$ cat src/rtl/csel_adder_pkg.sv
// Shared defaults and types for the pipelined carry-select adder.
// Optional feature macro: CSEL_ADDER_SUB_EN (enables subtract mode in the top).
package csel_adder_pkg;

  localparam int CSEL_WIDTH_DEF = 16;
  localparam int CSEL_BLK_DEF   = 4;

  // Widest block supported; the per-block struct is sized for it so the
  // same type serves every legal BLK value.
  localparam int CSEL_BLK_MAX   = 8;

  // Selected result of one carry-select block.
  typedef struct packed {
    logic [CSEL_BLK_MAX-1:0] sum;
    logic                    cout;
  } csel_blk_res_t;

endpackage

$ cat src/rtl/csel_block.sv
// One BLK-wide carry-select slice: computes the sum for carry-in 0 and for
// carry-in 1 in parallel. The caller picks one with the incoming carry.
module csel_block
  import csel_adder_pkg::*;
#(
  parameter int BLK = CSEL_BLK_DEF
) (
  input  logic [BLK-1:0] a,
  input  logic [BLK-1:0] b,
  output logic [BLK-1:0] sum0,
  output logic           cout0,
  output logic [BLK-1:0] sum1,
  output logic           cout1
);

  logic [BLK:0] res0;
  logic [BLK:0] res1;

  assign res0 = {1'b0, a} + {1'b0, b};
  assign res1 = {1'b0, a} + {1'b0, b} + {{BLK{1'b0}}, 1'b1};

  assign {cout0, sum0} = res0;
  assign {cout1, sum1} = res1;

endmodule

$ cat src/rtl/pipelined_csel_adder.sv
// Two-stage pipelined carry-select adder with valid/ready handshakes.
// Stage 1 registers the operands; the carry-select adder runs between the
// stages; stage 2 registers sum, carry out and signed overflow.
// Optional feature macro: CSEL_ADDER_SUB_EN -- when defined, sub=1 selects
// A - B; when undefined the sub port is ignored and the block always adds.
// WIDTH must be a multiple of BLK and at least 2*BLK; BLK must be 2..8.
module pipelined_csel_adder
  import csel_adder_pkg::*;
#(
  parameter int WIDTH = CSEL_WIDTH_DEF,
  parameter int BLK   = CSEL_BLK_DEF
) (
  input  logic             clk,
  input  logic             reset_n,
  input  logic             in_valid,
  output logic             in_ready,
  input  logic [WIDTH-1:0] A,
  input  logic [WIDTH-1:0] B,
  input  logic             Cin,
  input  logic             sub,
  output logic             out_valid,
  input  logic             out_ready,
  output logic [WIDTH-1:0] output_sum,
  output logic             output_Cout,
  output logic             overflow
);

  localparam int NBLK = WIDTH / BLK;

  // Stage 1 registers
  logic             s1_valid_reg;
  logic [WIDTH-1:0] a_reg;
  logic [WIDTH-1:0] b_reg;
  logic             cin_reg;

  // Stage 2 registers
  logic             out_valid_reg;
  logic [WIDTH-1:0] sum_reg;
  logic             cout_reg;
  logic             ovf_reg;

  // Combinational adder results feeding stage 2
  logic [WIDTH-1:0] sum_next;
  logic             cout_next;
  logic             ovf_next;

  logic [WIDTH-1:0] eff_b;
  logic             eff_cin;
  logic [NBLK:0]    carry;
  logic             msb_carry_in;

  logic             s1_load;
  logic             s2_load;

  // A stage advances when it is empty or its contents move on this cycle.
  assign s2_load  = !out_valid_reg || out_ready;
  assign s1_load  = !s1_valid_reg || s2_load;
  assign in_ready = s1_load;

`ifdef CSEL_ADDER_SUB_EN
  logic sub_reg;

  // Subtraction is A + ~B + 1; Cin plays no part in that mode.
  assign eff_b   = sub_reg ? ~b_reg : b_reg;
  assign eff_cin = sub_reg ? 1'b1 : cin_reg;

  // Mode bit travels alongside the operands through stage 1.
  always_ff @(posedge clk or negedge reset_n) begin
    if (!reset_n) begin
      sub_reg <= 1'b0;
    end else if (s1_load && in_valid) begin
      sub_reg <= sub;
    end
  end
`else
  // Add-only build: the port stays for interface compatibility but is unused.
  logic unused_sub;
  assign unused_sub = sub;

  assign eff_b   = b_reg;
  assign eff_cin = cin_reg;
`endif

  // Block 0 is selected by the effective carry in; each later block is
  // selected by the carry out of the block below it.
  assign carry[0] = eff_cin;

  genvar gi;
  generate
    for (gi = 0; gi < NBLK; gi++) begin : g_blk
      logic [BLK-1:0] blk_sum0;
      logic [BLK-1:0] blk_sum1;
      logic           blk_cout0;
      logic           blk_cout1;
      csel_blk_res_t  blk_res;

      csel_block #(
        .BLK(BLK)
      ) u_csel_block (
        .a    (a_reg[gi*BLK +: BLK]),
        .b    (eff_b[gi*BLK +: BLK]),
        .sum0 (blk_sum0),
        .cout0(blk_cout0),
        .sum1 (blk_sum1),
        .cout1(blk_cout1)
      );

      assign blk_res.sum  = CSEL_BLK_MAX'(carry[gi] ? blk_sum1 : blk_sum0);
      assign blk_res.cout = carry[gi] ? blk_cout1 : blk_cout0;

      assign sum_next[gi*BLK +: BLK] = blk_res.sum[BLK-1:0];
      assign carry[gi+1]             = blk_res.cout;

      if (BLK < CSEL_BLK_MAX) begin : g_pad
        // Struct padding above BLK is always zero and carries no information.
        logic unused_pad;
        assign unused_pad = ^blk_res.sum[CSEL_BLK_MAX-1:BLK];
      end
    end
  endgenerate

  // Carry into the MSB is recovered from the MSB's own sum bit.
  assign msb_carry_in = sum_next[WIDTH-1] ^ a_reg[WIDTH-1] ^ eff_b[WIDTH-1];
  assign cout_next    = carry[NBLK];
  assign ovf_next     = msb_carry_in ^ carry[NBLK];

  // Pipeline registers: stage 1 captures inputs, stage 2 captures results.
  always_ff @(posedge clk or negedge reset_n) begin
    if (!reset_n) begin
      s1_valid_reg  <= 1'b0;
      a_reg         <= '0;
      b_reg         <= '0;
      cin_reg       <= 1'b0;
      out_valid_reg <= 1'b0;
      sum_reg       <= '0;
      cout_reg      <= 1'b0;
      ovf_reg       <= 1'b0;
    end else begin
      if (s1_load) begin
        s1_valid_reg <= in_valid;
        if (in_valid) begin
          a_reg   <= A;
          b_reg   <= B;
          cin_reg <= Cin;
        end
      end
      if (s2_load) begin
        out_valid_reg <= s1_valid_reg;
        if (s1_valid_reg) begin
          sum_reg  <= sum_next;
          cout_reg <= cout_next;
          ovf_reg  <= ovf_next;
        end
      end
    end
  end

  assign out_valid   = out_valid_reg;
  assign output_sum  = sum_reg;
  assign output_Cout = cout_reg;
  assign overflow    = ovf_reg;

endmodule
$ cat config.mk
export PLATFORM = sky130hd
export DESIGN_NAME = pipelined_csel_adder
export DESIGN_NICKNAME = d
export VERILOG_FILES = /design/src/rtl/csel_adder_pkg.sv /design/src/rtl/csel_block.sv /design/src/rtl/pipelined_csel_adder.sv
export SDC_FILE = /design/constraint.sdc
export NUM_CORES = 1
export LEC_CHECK = 0
export ABC_CLOCK_PERIOD_IN_PS = 4540
export CORE_MARGIN = 2
export CORE_UTILIZATION = 35
export CTS_CLUSTER_DIAMETER = 40
export CTS_CLUSTER_SIZE = 40
export DETAILED_ROUTE_END_ITERATION = 8
export PLACE_DENSITY = 0.58
export REMOVE_ABC_BUFFERS = 1
export SYNTH_ARGS = -nofsm -noshare
export SYNTH_HDL_FRONTEND = slang
export SYNTH_SLANG_ARGS = --single-unit
$ cat constraint.sdc
create_clock -name clk -period 4.54 [get_ports clk]
set_input_delay 0.908 -clock clk [delete_from_list [all_inputs] [get_ports clk]]
set_output_delay 0.908 -clock clk [all_outputs]
set_load 0.03 [all_outputs]
; ---- After elaboration in Yosys (flattened, before gate mapping)
; Cells that the tools add are included.
[totals]
ff_bits = 53
latchBits = 0
ram_bits = 0
mem_bits_ro = 0
input_bits = 38
out_inout_bits = 20
elab_cells = 33
mem_count = 0
[op_classes]
n_addsub = 8
mul = 0
div = 0
order_cmp = 0
eq_ne = 0
shifts = 0
n_mux = 8
bitwise = 3
n_reduce_logical = 6
[op_table]
columns = cell, count
row1 = adder 4 x 4 -> 5 bit, 4
row2 = "adder 5 x 1 -> 5 bit, second input constant", 4
row3 = two-way mux 4 bit, 4
row4 = two-way mux 1 bit, 4
row5 = AND reduction 2 bit, 2
row6 = XOR 1 bit, 3
row7 = logical NOT 1 bit, 2
row8 = logical OR 1 bit, 2

; ---- Logic depth before layout (Yosys ltp)
[logic_depth]
depth_word = 9
depth_mapped = 12

; ---- Cells and area by module
; A second synthesis with hierarchy kept.
[hier_totals]
hier_cells = 244
hier_area_um2 = 3010.4
[modules_own_cells]
columns = module, n_inst, cells_each, area_each_um2
row1 = pipelined_csel_adder, 1, 164, 2229.6
row2 = csel_block, 4, 20, 195.2

; ---- Worst setup path after synthesis
; Ideal clock, no wire load.
[synth_timing]
path_kind = reg-to-reg
from = register a_reg[8]
to = register ovf_reg (netlist: overflow)
setup_ps = 77
arrival_time_ps = 3048
required_ps = 4463
path_slack_ps = 1416
stages_incl_launch_ff = 12
path_buffers = 0
synth_period_minus_slack_ps = 3124
cell_sequence = dfrtp_1 ha_1 fa_1 ha_1 nand2b_1 mux2_4 or4b_1 mux2i_2 a211oi_1 xnor2_1 xnor3_1 o21ai_1
[synth_via]
elab_chain_cells = 7
elab_cells_between_ends = 8
classes_between = 2 x add/sub / 3 x mux / 3 x bitwise
[synth_rtl]
columns = item, line
row1 = "start, declared", pipelined_csel_adder.sv:32  ; logic [WIDTH-1:0] a_reg;
row2 = "start signal, assigned", pipelined_csel_adder.sv:131  ; a_reg <= '0;
row3 = "start signal, assigned", pipelined_csel_adder.sv:142  ; a_reg <= A;
row4 = adder 4 x 4 -> 5 bit *, "csel_block.sv:19, csel_block.sv:20"
row5 = adder 5 x 1 -> 5 bit, csel_block.sv:20  ; assign res1 = {1'b0, a} + {1'b0, b} + {{BLK{1'b0}}, 1'b1};
row6 = two-way mux 1 bit *, pipelined_csel_adder.sv:109  ; assign blk_res.cout = carry[gi] ? blk_cout1 : blk_cout0;
row7 = two-way mux 4 bit, pipelined_csel_adder.sv:108  ; assign blk_res.sum = CSEL_BLK_MAX'(carry[gi] ? blk_sum1 : blk_sum0);
row8 = XOR 1 bit (2 in series), pipelined_csel_adder.sv:123  ; assign msb_carry_in = sum_next[WIDTH-1] ^ a_reg[WIDTH-1] ^ eff_b[WIDTH-1];
row9 = XOR 1 bit *, pipelined_csel_adder.sv:125  ; assign ovf_next = msb_carry_in ^ carry[NBLK];
row10 = "end signal, assigned", pipelined_csel_adder.sv:152  ; ovf_reg <= ovf_next;
row11 = "end, declared", pipelined_csel_adder.sv:40  ; logic ovf_reg;
; Mark *: on every way between the ends. The rest lies on a longest branch, timed or not.
; A chain may end at the register's enable or synchronous reset.

; ---- Worst setup path in the final report
; Ends and elaborated chain as after synthesis.

==> results.md <==
* Fill cells at between 700 and 800
* Initial DRC count at 33
* TritonCTS clock tree: yes
* Worst-path fanout max at 5
* CP bufs+invs at 0
* Max-Cap Viols at 0
* Gate power share at 0.497
* WP data required at between 4 and 5 ns
* Power Dens Cells at around 500 mW/mm^2
* Largest net degree at the start of global routing at 54
* Residual DRC count at 0
* Final wirelength at just over 5000 um
* Avg Inst Size Synth at 11.7 um^2
* Port buffer count at 56
* Hold-fix buffers at CTS at 0
* Die Ht at between 90 and 100 um
* Netlist cell types at 37
* Synth warnings at 0
* Pint at approximately 1.2 mW
* Final #Nets at 370
* Post-synth top area share at 0.454
* HP Class: flop to flop
* Clock Skew at roughly 0.005 ns
* EDFF count, synth at 0
* Layout area overhead at 26.1%
* Total global routing overflow at 0
* WHS at slightly below 0.5 ns
* DRT Pass-1 Iters at 2
* TritonCTS Buffers at 5
* Row count at 33
* DP HPWL at ~3800 um
* Via density at about 4.7
* Reg area at roughly 0.0013 mm^2
* Switching share of power at 0.378
* Most common cell after layout, fill and taps aside: clkdlybuf4s50_1
* Delay-heaviest family, CP: adder cells
* Setup crit start kind: flop
* Net Sw Power at around 700 uW
* CP dominant cell by count: ha_1
* Crit share post-route at 0.742
* Synth top area cells: dfrtp_1, mux2_2, ha_1
* Slew Limit Headroom at 0.314
* Clock insertion delay at the later pin of the skew report at about 0.3 ns
* Setup TNS at 0 ns
* Hold Fails Final Rpt at 0
* Footprint of the multi-input gates at 0.00155 mm^2
* Clk buf depth at 2
* CP peak stage delay at 0.53 ns
* Non-Filler Instances at between 400 and 500
* Vias in the first global route at roughly 2000
* Initial antenna violation count at 0
* # resized after CTS at 0
* Postcts setup bufs at 0
* Synth Instances at 250
* Async SR Flop Fraction at 1.00
* Initial core utilization at 0.359
* Post-synth top flop: dfrtp_1
* Worst path cell trace: ha_1 -> fa_1 -> ha_1 -> nand2b_1 -> mux2_4 -> or4b_1 -> mux2i_2 -> a211oi_1 -> xnor2_1 -> xnor3_1 -> o21ai_1
* #FFs+latches synth at 53
* CP arrival at between 3 and 4 ns
* Antenna-violating nets left at 0
* CTS root buf: clkbuf_8
* Commonest cells after routing, fill and taps aside: clkdlybuf4s50_1, dfrtp_1, mux2_2
* Via Count at a little under 2000
* Clock Power Share at 0.144
* Status: finished clean
* Placed cells at 406
* Synthesized area at about 0.0029 mm^2
* Antenna Cells at 0
* Die width at 95.4 um
* Worst vdd ir at 0.000207 V
* First-pass GRT wire length at roughly 8600 um
* Nature of the critical path endpoint: flop
* Max-slew violations at 0
* Least-Margin Pin Slew at just over 1 ns
* Io pins at 58
* Crit path kind: flop to flop
* Slowest cell on crit path: fa_1
* Fin util at 0.453
* Tmin final at between 3 and 4 ns
* Reg clk slew, reported paths at 0.09 ns
* Depth of the CTS H-tree at 2
* Core Region at approximately 0.0081 mm^2
* Placer congestion estimate at between 0.7 and 0.8
* Die area at a little over 0.009 mm^2
* Avg WL per Cell at 12.4 um
* Num Clock Sinks at 53
* GRT Total Usage at 0.122
* Seq/Total Area, Yosys at 0.454
* Layout cells sized above 1 at 0.162
* Reg power frac at 0.359
* RSZ-0062 raised after global routing: no
* FMAX at ~300 MHz
* Setup violators final at 0
* Cell accounting for the most synthesized area: dfrtp_1
* Leakage at 1.59 nW
through the flow:
stage	instance area, um^2	setup slack [ns]	total power [mW]
2_1_floorplan	2900	1.41	1.32
5_1_grt	3680	0.948	2.01
6_report	3680	1.17	1.86
3_3_place_gp	3600	1.23	1.60
3_5_place_dp	3600	1.20	1.62
4_1_cts	3680	1.16	1.89
final timing paths:
path | startpoint | slack (ns) | endpoint | cells after the start
setup / recovery | a_reg[8] | 1.17 | overflow | 11
hold / removal | output_sum[0] | 0.48 | output_sum[0] | 2
setup reg to reg | a_reg[8] | 1.17 | overflow | 11
hold reg to reg | output_sum[0] | 0.48 | output_sum[0] | 2
max in group asynchronous | reset_n | 3.37 | output_sum[14] | 2
min in group asynchronous | reset_n | 0.73 | output_sum[7] | 2
final cells by class:
type | instances | share of cell area
Multi-Input combinational cell | 184 | 0.420
Sequential cell | 53 | 0.360
Timing Repair Buffer | 58 | 0.155
Tap cell | 105 | 0.0357
Clock buffer | 7 | 0.0234
Inverter | 6 | 0.00611
logic make-up (layout without fill, tap and decap cells):
kind of cell	Yosys count	in the layout	synth area share
mux	40	40	0.154
compound gates	42	42	0.0938
simple gates	53	53	0.0861
xor+xnor	25	25	0.0822
fa+ha+maj	24	24	0.113
buf+inv	13	71	0.0167
flops	53	53	0.454
per-layer routing:
metal / track usage / wire (um) / vias to the layer above
met2: 0.218 / 2470 / 38
li1: - / - / 988
met3: 0.0324 / 256 / 6
met4: 0.0399 / 68 / 0
met5: 0 / 0 / -
met1: 0.141 / 2310 / 902
cells in the mapped netlist (2+ instances only):
| library cell | n |
|---|---|
| nand3b_1 | 2 |
| mux2_2 | 33 |
| nor2_1 | 6 |
| a211oi_1 | 2 |
| nand4_1 | 2 |
| xor2_1 | 6 |
| inv_1 | 6 |
| xnor2_1 | 17 |
| nand2b_1 | 4 |
| dfrtp_1 | 53 |
| nand2_1 | 28 |
| ha_1 | 20 |
| a21oi_2 | 2 |
| o21ai_0 | 17 |
| a21o_1 | 7 |
| buf_1 | 3 |
| fa_1 | 4 |
| nand3_1 | 4 |
| nor3_1 | 2 |
| a21oi_1 | 8 |
| mux2i_1 | 5 |
| clkbuf_1 | 4 |
power by group through the flow:
stage	registers (mW)	logic, mW	clock network [mW]
CTS	0.672	0.939	0.283
global route	0.686	1.03	0.298
detailed placement	0.681	0.935	0
global placement	0.677	0.926	0
finish	0.667	0.925	0.267
floorplan	0.818	0.498	0
worst min-delay path: cells and delay by family (launching register included):
family | cells | cell delay, ns
compound gates | 1 | 0.06
flops | 1 | 0.35
simple gates | 1 | 0.04
(Power assumes the default switching activity.)
